## config.mk

```make
export PLATFORM = sky130hd
export DESIGN_NAME = board_ram_arbiter
export DESIGN_NICKNAME = d
export VERILOG_FILES = /design/src/rtl/snake_pkg.sv /design/src/rtl/board_clear_seq.sv /design/src/rtl/board_ram_arbiter.sv
export SDC_FILE = /design/constraint.sdc
export NUM_CORES = 1
export LEC_CHECK = 0
export CAP_MARGIN = 15
export CORE_MARGIN = 2
export CORE_UTILIZATION = 39
export DETAILED_ROUTE_END_ITERATION = 8
export GPL_TIMING_DRIVEN = 1
export PLACE_DENSITY = 0.8
export SYNTH_ARGS = -nofsm -noshare
export SYNTH_HDL_FRONTEND = slang
export SYNTH_SLANG_ARGS = --single-unit
```

## constraint.sdc

```tcl
create_clock -name i_clk -period 1.5 [get_ports i_clk]
set_clock_uncertainty 0.15 [all_clocks]
set_input_delay 0.15 -clock i_clk [delete_from_list [all_inputs] [get_ports i_clk]]
set_output_delay 0.15 -clock i_clk [all_outputs]
set_load 0.1 [all_outputs]
```

## src/rtl/snake_pkg.sv

```systemverilog
// rtl/snake_pkg.sv - shared Snake board FSM encoding and cell value constants
package snake_pkg;

  typedef enum logic {
    ST_CLEAR = 1'b0,
    ST_RUN   = 1'b1
  } board_state_t;

  localparam logic [1:0] CELL_EMPTY = 2'd0;
  localparam logic [1:0] CELL_SNAKE = 2'd1;
  localparam logic [1:0] CELL_FOOD  = 2'd2;

endpackage

```

## src/rtl/board_clear_seq.sv

```systemverilog
// rtl/board_clear_seq.sv - wipe address counter for the board SRAM
module board_clear_seq #(
  parameter int ADDR_WIDTH = 10,
  parameter int DEPTH      = 640
) (
  input  logic                  clk,
  input  logic                  rst,
  input  logic                  start,
  input  logic                  en,
  output logic [ADDR_WIDTH-1:0] addr,
  output logic                  done
);

  assign done = (addr == ADDR_WIDTH'(DEPTH - 1));

  // Wrapping to 0 on the last cell leaves the counter ready for the next wipe.
  always_ff @(posedge clk) begin
    if (rst || start) begin
      addr <= '0;
    end else if (en) begin
      addr <= done ? '0 : addr + ADDR_WIDTH'(1);
    end
  end

endmodule

```

## src/rtl/board_ram_arbiter.sv

```systemverilog
// rtl/board_ram_arbiter.sv - board SRAM arbiter between video and game logic
// with a full-board wipe sequencer.
module board_ram_arbiter
  import snake_pkg::*;
#(
  parameter int                    ADDR_WIDTH  = 10,
  parameter int                    DATA_WIDTH  = 2,
  parameter int                    DEPTH       = 640,
  parameter logic [DATA_WIDTH-1:0] CLEAR_VALUE = DATA_WIDTH'(CELL_EMPTY),
  parameter int                    MAX_WAIT    = 4
) (
  input  logic                  i_clk,
  input  logic                  i_rst,
  input  logic                  i_clear,
  output logic                  o_busy,
  input  logic                  i_vid_req,
  input  logic [ADDR_WIDTH-1:0] i_vid_addr,
  output logic                  o_vid_gnt,
  output logic                  o_vid_rvalid,
  output logic [DATA_WIDTH-1:0] o_vid_rdata,
  output logic                  o_vid_miss,
  input  logic                  i_game_req,
  input  logic                  i_game_we,
  input  logic [ADDR_WIDTH-1:0] i_game_addr,
  input  logic [DATA_WIDTH-1:0] i_game_wdata,
  output logic                  o_game_gnt,
  output logic                  o_game_rvalid,
  output logic [DATA_WIDTH-1:0] o_game_rdata,
  output logic [ADDR_WIDTH-1:0] o_ram_addr,
  output logic                  o_ram_write,
  output logic [DATA_WIDTH-1:0] o_ram_wdata,
  input  logic [DATA_WIDTH-1:0] i_ram_rdata
);

  localparam int WAIT_W = $clog2(MAX_WAIT + 1);

  board_state_t          state;
  logic [WAIT_W-1:0]     wait_cnt;
  logic [ADDR_WIDTH-1:0] wipe_addr;
  logic [ADDR_WIDTH-1:0] last_addr;
  logic                  wipe_done;
  logic                  run;
  logic                  force_game;

  assign run        = (state == ST_RUN);
  assign force_game = (wait_cnt >= WAIT_W'(MAX_WAIT));

  // Video wins unless the game has been starved long enough to take one slot.
  assign o_vid_gnt  = run && i_vid_req && !force_game;
  assign o_game_gnt = run && i_game_req && (!i_vid_req || force_game);
  assign o_busy     = !run;

  always_comb begin
    o_ram_addr  = last_addr;
    o_ram_write = 1'b0;
    o_ram_wdata = i_game_wdata;
    if (!run) begin
      o_ram_addr  = wipe_addr;
      o_ram_write = 1'b1;
      o_ram_wdata = CLEAR_VALUE;
    end else if (o_vid_gnt) begin
      o_ram_addr = i_vid_addr;
    end else if (o_game_gnt) begin
      o_ram_addr  = i_game_addr;
      o_ram_write = i_game_we;
    end
  end

  assign o_vid_rdata  = i_ram_rdata;
  assign o_game_rdata = i_ram_rdata;

  board_clear_seq #(
    .ADDR_WIDTH(ADDR_WIDTH),
    .DEPTH     (DEPTH)
  ) u_clear_seq (
    .clk  (i_clk),
    .rst  (i_rst),
    .start(run && i_clear),
    .en   (!run),
    .addr (wipe_addr),
    .done (wipe_done)
  );

  always_ff @(posedge i_clk) begin
    if (i_rst) begin
      state         <= ST_CLEAR;
      wait_cnt      <= '0;
      last_addr     <= '0;
      o_vid_miss    <= 1'b0;
      o_vid_rvalid  <= 1'b0;
      o_game_rvalid <= 1'b0;
    end else begin
      last_addr     <= o_ram_addr;
      o_vid_miss    <= i_vid_req && !o_vid_gnt;
      o_vid_rvalid  <= o_vid_gnt;
      o_game_rvalid <= o_game_gnt && !i_game_we;
      case (state)
        ST_CLEAR: begin
          wait_cnt <= '0;
          if (wipe_done) state <= ST_RUN;
        end
        ST_RUN: begin
          if (i_clear) state <= ST_CLEAR;
          if (i_game_req && !o_game_gnt) begin
            if (wait_cnt != '1) wait_cnt <= wait_cnt + WAIT_W'(1);
          end else begin
            wait_cnt <= '0;
          end
        end
        default: state <= ST_CLEAR;
      endcase
    end
  end

endmodule

```

==> metrics.yaml, run 1 <==
netlist_area_mm2: 0.001439
synth_cells: 165
drt-wirelength-per-cell_um: 21.51
cts_buffers: 3
cp.required_ns: 1.20
hold_path.class: "primary input to output port"
slowest_stage: "dfxtp_2"
die_h_um: 64.74
cpLargestDelayFamily: "flip-flops"
num_antenna_cells: 0
clock-root-buffer: "clkbuf_8"
clk_latency_ns: 0.27
violations: "setup timing"
period_share: 1.209
drt_iter0_drc: 131
fillers: 188
path_clk_slew_ns: 0.09
cp.buffers_inverters: 2
crit_arrival_ns: 1.51
finalCoreUtilization: 0.7873
core_area_mm2: 0.003606
gp_congestion: 0.7839
ys_seq_elements: 27
num_io_pins: 53
ys_types: 36
slew_violations: 0
synth_adder_area_share: 0.02609
register_area_um2: 554.3
status: "complete, but fails checks"
die_x_um: 64.74
startpoint_type: "flop"
grt_max_degree: 20
grt_pass1_vias: 1639
critical_path.max_fanout: 6
grt_setup_unrepaired: "true"
clock_path_buffers: 2
clock-sinks: 27
synthXorXnorAreaFrac: 0.02435
wl_um: 6023
drtAntennaViolNets: 0
holdBufCountCts: 0
tightest_slew_ns: 0.3229
min_period_ns: 1.813
synth-edff-count: 0
relSlewSlack: 0.7843
via_count: 1614
cap_violations: 0
max_freq_mhz: 551.6
firstDrtPassIters: 4
hold_viol_final: 0
power_density_mw_per_mm2: 541.8
yosysWarnings: 0
drive_gt1_frac: 0.4828
crit_path_end_kind: "output port"
synth_top_family_by_area: "simple AND/OR/NAND/NOR gates"
timing.final.ws_setup_ns: -0.3131
rows: 22
muxShareOfSynthArea: 0.07652
die_area_mm2: 0.004191
antenna_found_initial: 0
total_power_mw: 1.538
path_class: "flop to output port"
grt_use_total: 0.2555
nets: 266
start_util: 0.3990
path_cells: "buf_8 -> nor3b_1 -> a211o_4 -> nand2_8 -> buf_12"
synthSimpleGateAreaFrac: 0.2661
syn_nets: 198
power.leakage_nw: 1.126
htreeDepth: 1
synth.avg_cell_area_um2: 8.720
hpwl_um: 3197
grt_pass1_wl_um: 8217
io_buffer_count: 46
setup_viol: 22
area_growth_pct: 97.30
synth_compound_area_frac: 0.1765
vias_per_cell: 5.764
drc: 0
async_flop_share: 0
cts_tree: "built"
seq_area_frac_synth: 0.3757
synthFlopType: "dfxtp_1"
multiInputGateArea_mm2: 0.001187
grt-ovfl-total: 0
peakVddDrop_v: 0.0003241
fin_setup_tns_ns: -3.825
slowest_delay_ns: 0.37
## report_power, final
group          switching (mW)  internal (mW)
clock network           0.226          0.190
logic                   0.192          0.187
registers              0.0149          0.728
total                   0.433           1.11
## cell usage in the layout, fill, tap and decap left out, types with 2 or more instances in the layout
cell             synthesis  routed
a211o_1                 10       2
a211o_4                  0       8
a21oi_1                 17      13
a21oi_2                  1       5
a311o_1                  2       2
and2_4                   0       2
buf_12                   0      21
buf_4                    4      16
buf_6                    0       9
clkbuf_8                 0       3
clkdlybuf4s50_1          0      25
dfxtp_1                 27      20
dfxtp_2                  0       5
dfxtp_4                  0       2
ha_1                     3       2
mux2i_1                 11      11
nand2_1                 25      14
nand2_4                  0       3
nand2_8                  0       8
nand2b_4                 0       2
nand3_1                  2       2
nand4b_1                 2       2
nor2_1                   7       3
nor2_2                   0       2
nor2_4                   0       2
nor3b_1                 12       6
nor3b_2                  0       6
o21ai_0                  4       2
or3_4                    0       4
xor2_1                   3       3
## state kept, by name, summed over array words and instances, names as in the netlist
signal            count
last_addr            10
u_clear_seq.addr     10
wait_cnt              3
o_game_rvalid         1
o_vid_miss            1
o_vid_rvalid          1
run                   1
## worst register-to-register path: cells and delay by family (launching register included)
kind | cells | cell delay (ns)
simple gates | 2 | 0.51
buf+inv | 3 | 0.38
flops | 1 | 0.36
compound gates | 1 | 0.13
## what timing repair did
action	in CTS	in global routing
gates resized for setup	33	24
setup endpoints to repair	15	23
gates cloned	2	1
buffers inserted	3	4
pin swaps	9	6
## stage by stage
step	instances	area [um^2]	worst slack [ns]	hold slack, ns
after floorplan	165	1669	-0.2088	0.07615
after global placement	267	2470	-0.3311	0.1512
after detailed placement	267	2470	-0.3619	0.1512
after CTS	275	2703	-0.2387	0.1512
after global routing	280	2839	-0.3752	0.1502
final	280	2839	-0.3131	0.1501
## cells by family (layout without fill, tap and decap cells)
group	count (synthesis)	after routing
simple gates	66	67
buf+inv	16	82
flops	27	27
fa+ha+maj	3	3
xor+xnor	4	4
mux	11	11
compound gates	38	38
## worst paths after layout
check / from / slack (ns) / depth (start not counted) / end
worst max-delay path: wait_cnt[2]$_SDFFE_PP0P_ / -0.31 / 5 / o_ram_addr[5]
worst min-delay path: i_ram_rdata[0] / 0.15 / 0 / o_game_rdata[0]
worst max register to register: run$_SDFF_PP0_ / -0.10 / 6 / u_clear_seq.addr[5]$_SDFFE_PP0N_
worst min register to register: u_clear_seq.addr[7]$_SDFFE_PP0N_ / 0.37 / 2 / u_clear_seq.addr[7]$_SDFFE_PP0N_
## metal layers
| metal | wire length (um) | part of all wire | vias up | GRT usage |
|---|---|---|---|---|
| met5 | 0 | 0 | - | 0 |
| li1 | - | - | 732 | - |
| met2 | 3197 | 0.53 | 74 | 0.4781 |
| met3 | 274 | 0.045 | 28 | 0.03472 |
| met4 | 331 | 0.055 | 0 | 0.1117 |
| met1 | 2219 | 0.37 | 780 | 0.2845 |
## area by class of cell
| cell class | instances | share of cell area |
|---|---|---|
| multi-input combinational | 123 | 0.4182 |
| timing repair buffer | 76 | 0.3464 |
| sequential | 27 | 0.1952 |
| tap | 48 | 0.02115 |
| clock buffer | 4 | 0.01587 |
| inverter | 2 | 0.003085 |
## synthesized netlist by cell type, types with 4 or more instances
master    count  share of area
a211o_1      10          0.061
a21oi_1      17          0.059
buf_4         4          0.021
clkbuf_1      7          0.018
dfxtp_1      27           0.38
mux2i_1      11          0.077
nand2_1      25          0.065
nor2_1        7          0.018
nor3b_1      12          0.063
o21ai_0       4          0.014
Power figures use the tool's default switching activity.
==> run 2: changes to the inputs <==
PLACE_DENSITY = 0.74   (was 0.8)
SETUP_SLACK_MARGIN = 0.02   (was unset)
==> metrics.yaml, run 2 (synthesized netlist as in run 1, its figures left out) <==
cts_tree: "built"
antenna_found_initial: 0  # unchanged
violations: "setup timing"
path_class: "flop to output port"
cts_buffers: 3  # unchanged
die_area_mm2: 0.004191  # unchanged
num_antenna_cells: 0  # unchanged
nets: 271  # +1.9%
drtAntennaViolNets: 0  # unchanged
cap_violations: 0  # unchanged
wl_um: 5300  # -12%
clock-sinks: 27  # unchanged
grt_use_total: 0.2395  # -0.01603
fin_setup_tns_ns: -3.063  # +0.7620 ns
max_freq_mhz: 564.5  # +2.3%
most-common-layout-cells: "clkdlybuf4s50_1, buf_12, dfxtp_1"
postLayoutCellArea_mm2: 0.002849  # +0.35%
finalCoreUtilization: 0.7901  # +0.002776
min_period_ns: 1.772  # -0.04150 ns
power.leakage_nw: 1.159  # +3.0%
die_h_um: 64.74  # unchanged
crit_arrival_ns: 1.47  # -0.04 ns
status: "complete, but fails checks"
period_share: 1.181  # -0.02766
htreeDepth: 1  # unchanged
grt_pass1_vias: 1606  # -2.0%
drive_gt1_frac: 0.4979  # +0.01513
clk_latency_ns: 0.27  # about the same
path_clk_slew_ns: 0.09  # about the same
r2r_cells: 6  # unchanged
grt_setup_unrepaired: "true"
rows: 22  # unchanged
drc: 0  # unchanged
reg2reg_from: "run$_SDFF_PP0_"
gp_congestion: 0.8602  # +9.7%
holdBufCountCts: 0  # unchanged
min_from: "i_ram_rdata[1]"
core_area_mm2: 0.003606  # unchanged
total_power_mw: 1.522  # -1.1%
hpwl_um: 3280  # +2.6%
grt_max_degree: 15  # -25%
place_area_mm2: 0.002425  # -1.8%
grt_use_met3: 0.03299  # -0.001736
die_x_um: 64.74  # unchanged
ff2ff_setup_slack_ns: -0.11  # about the same
io_buffer_count: 46  # unchanged
tightest_slew_ns: 0.2591  # -0.06381 ns
drt-wirelength-per-cell_um: 18.60  # -14%
vias_per_cell: 5.474  # -5.0%
grtUsageMet2: 0.4304  # -0.04768
hold_viol_final: 0  # unchanged
setup_viol: 16  # -27%
holdPathEnd: "o_game_rdata[1]"
clock-root-buffer: "clkbuf_8"
grt-ovfl-total: 0  # unchanged
holdPathStages: 0  # unchanged
timing.final.ws_setup_ns: -0.2716  # +0.04150 ns
grt_pass1_wl_um: 7893  # -3.9%
grtUsageMet1: 0.2932  # +0.008750
start_util: 0.3990  # unchanged
power_density_mw_per_mm2: 534.2  # -1.4%
via_count: 1560  # -3.3%
num_io_pins: 53  # unchanged
crit_path_end_kind: "output port"
reg2reg_to: "u_clear_seq.addr[5]$_SDFFE_PP0N_"
cp.required_ns: 1.20  # about the same
multiInputGateArea_mm2: 0.001151  # -3.1%
fillers: 212  # +13%
area_growth_pct: 98.00
busiest_layer: "met2"
startpoint_type: "flop"
hold_path.class: "primary input to output port"
firstDrtPassIters: 4  # unchanged
drt_iter0_drc: 63  # -52%
reg_top3: "last_addr (10), u_clear_seq.addr (10), wait_cnt (3)"
slew_violations: 0  # unchanged
register_area_um2: 559.3  # +0.90%
final_common_cell: "clkdlybuf4s50_1"
clock_path_buffers: 2  # unchanged
critical_path.max_fanout: 6  # unchanged
relSlewSlack: 0.8223  # +0.03807
peakVddDrop_v: 0.0005045  # +56%
==> run 2: changes by cell type in the layout (fill, tap and decap cells not counted), moves of 2 or more <==
cell,before,now
nor2_2,2,0
nand2_4,3,6
dfxtp_2,5,3
nor3b_1,6,2
nand2_8,8,5
nor2_1,3,5
a211o_1,2,5
buf_6,9,13
dfxtp_4,2,4
o21ai_0,2,4
nor3b_2,6,10
a211o_4,8,5
==> run 2: layer usage <==
layer  vias up  wire, um
met1       752      2107
met5         -         0
met2        59      2844
met4         0       112
met3        10       237
li1        739         -
==> run 2: power breakdown <==
part           switching [mW]  internal (mW)  leakage (nW)
Combinational           0.181          0.186         0.914
Clock                   0.227          0.190        0.0228
Sequential             0.0125          0.726         0.223
Total                   0.420           1.10          1.16
==> run 2: per-stage QoR <==
stage | cells | hold WS, ns | worst slack [ns]
floorplan | 165 | 0.07615 | -0.2088
global placement | 265 | 0.1517 | -0.3368
detailed placement | 265 | 0.1517 | -0.3605
CTS | 279 | 0.1517 | -0.2439
global route | 285 | 0.1503 | -0.3014
finish | 285 | 0.1501 | -0.2716
==> run 2: final cells by class <==
type,instances,area share
multi-input cells,123,0.4040
flip-flops and latches,27,0.1963
inverters,2,0.004392
repair buffers,81,0.3584
well taps,48,0.02108
clock buffers,4,0.01581
==> run 2: timing repair <==
| action | in CTS | in global routing |
|---|---|---|
| pin swaps | 10 | 15 |
| setup endpoints to repair | 16 | 25 |
| gates resized for setup | 31 | 29 |
| gates cloned | 3 | 1 |
| setup buffers | 7 | 8 |
==> run 2: critical path, cell delays in order (launching register included) <==
cell	delay [ns]
dfxtp_4	0.38
nand2b_4	0.20
a211o_4	0.37
nand2_8	0.08
buf_12	0.17
==> run 2: worst max path at each step <==
| stage | startpoint | end | cells past startpoint |
|---|---|---|---|
| after CTS | wait_cnt[2]$_SDFFE_PP0P_ | o_ram_addr[4] | 4 |
| after global routing | wait_cnt[2]$_SDFFE_PP0P_ | o_ram_addr[4] | 4 |
| final | wait_cnt[2]$_SDFFE_PP0P_ | o_ram_addr[4] | 4 |
| after floorplan | run$_SDFF_PP0_ | o_ram_write | 4 |
| after detailed placement | i_vid_req | o_ram_addr[4] | 6 |
| after global placement | i_vid_req | o_ram_addr[4] | 6 |
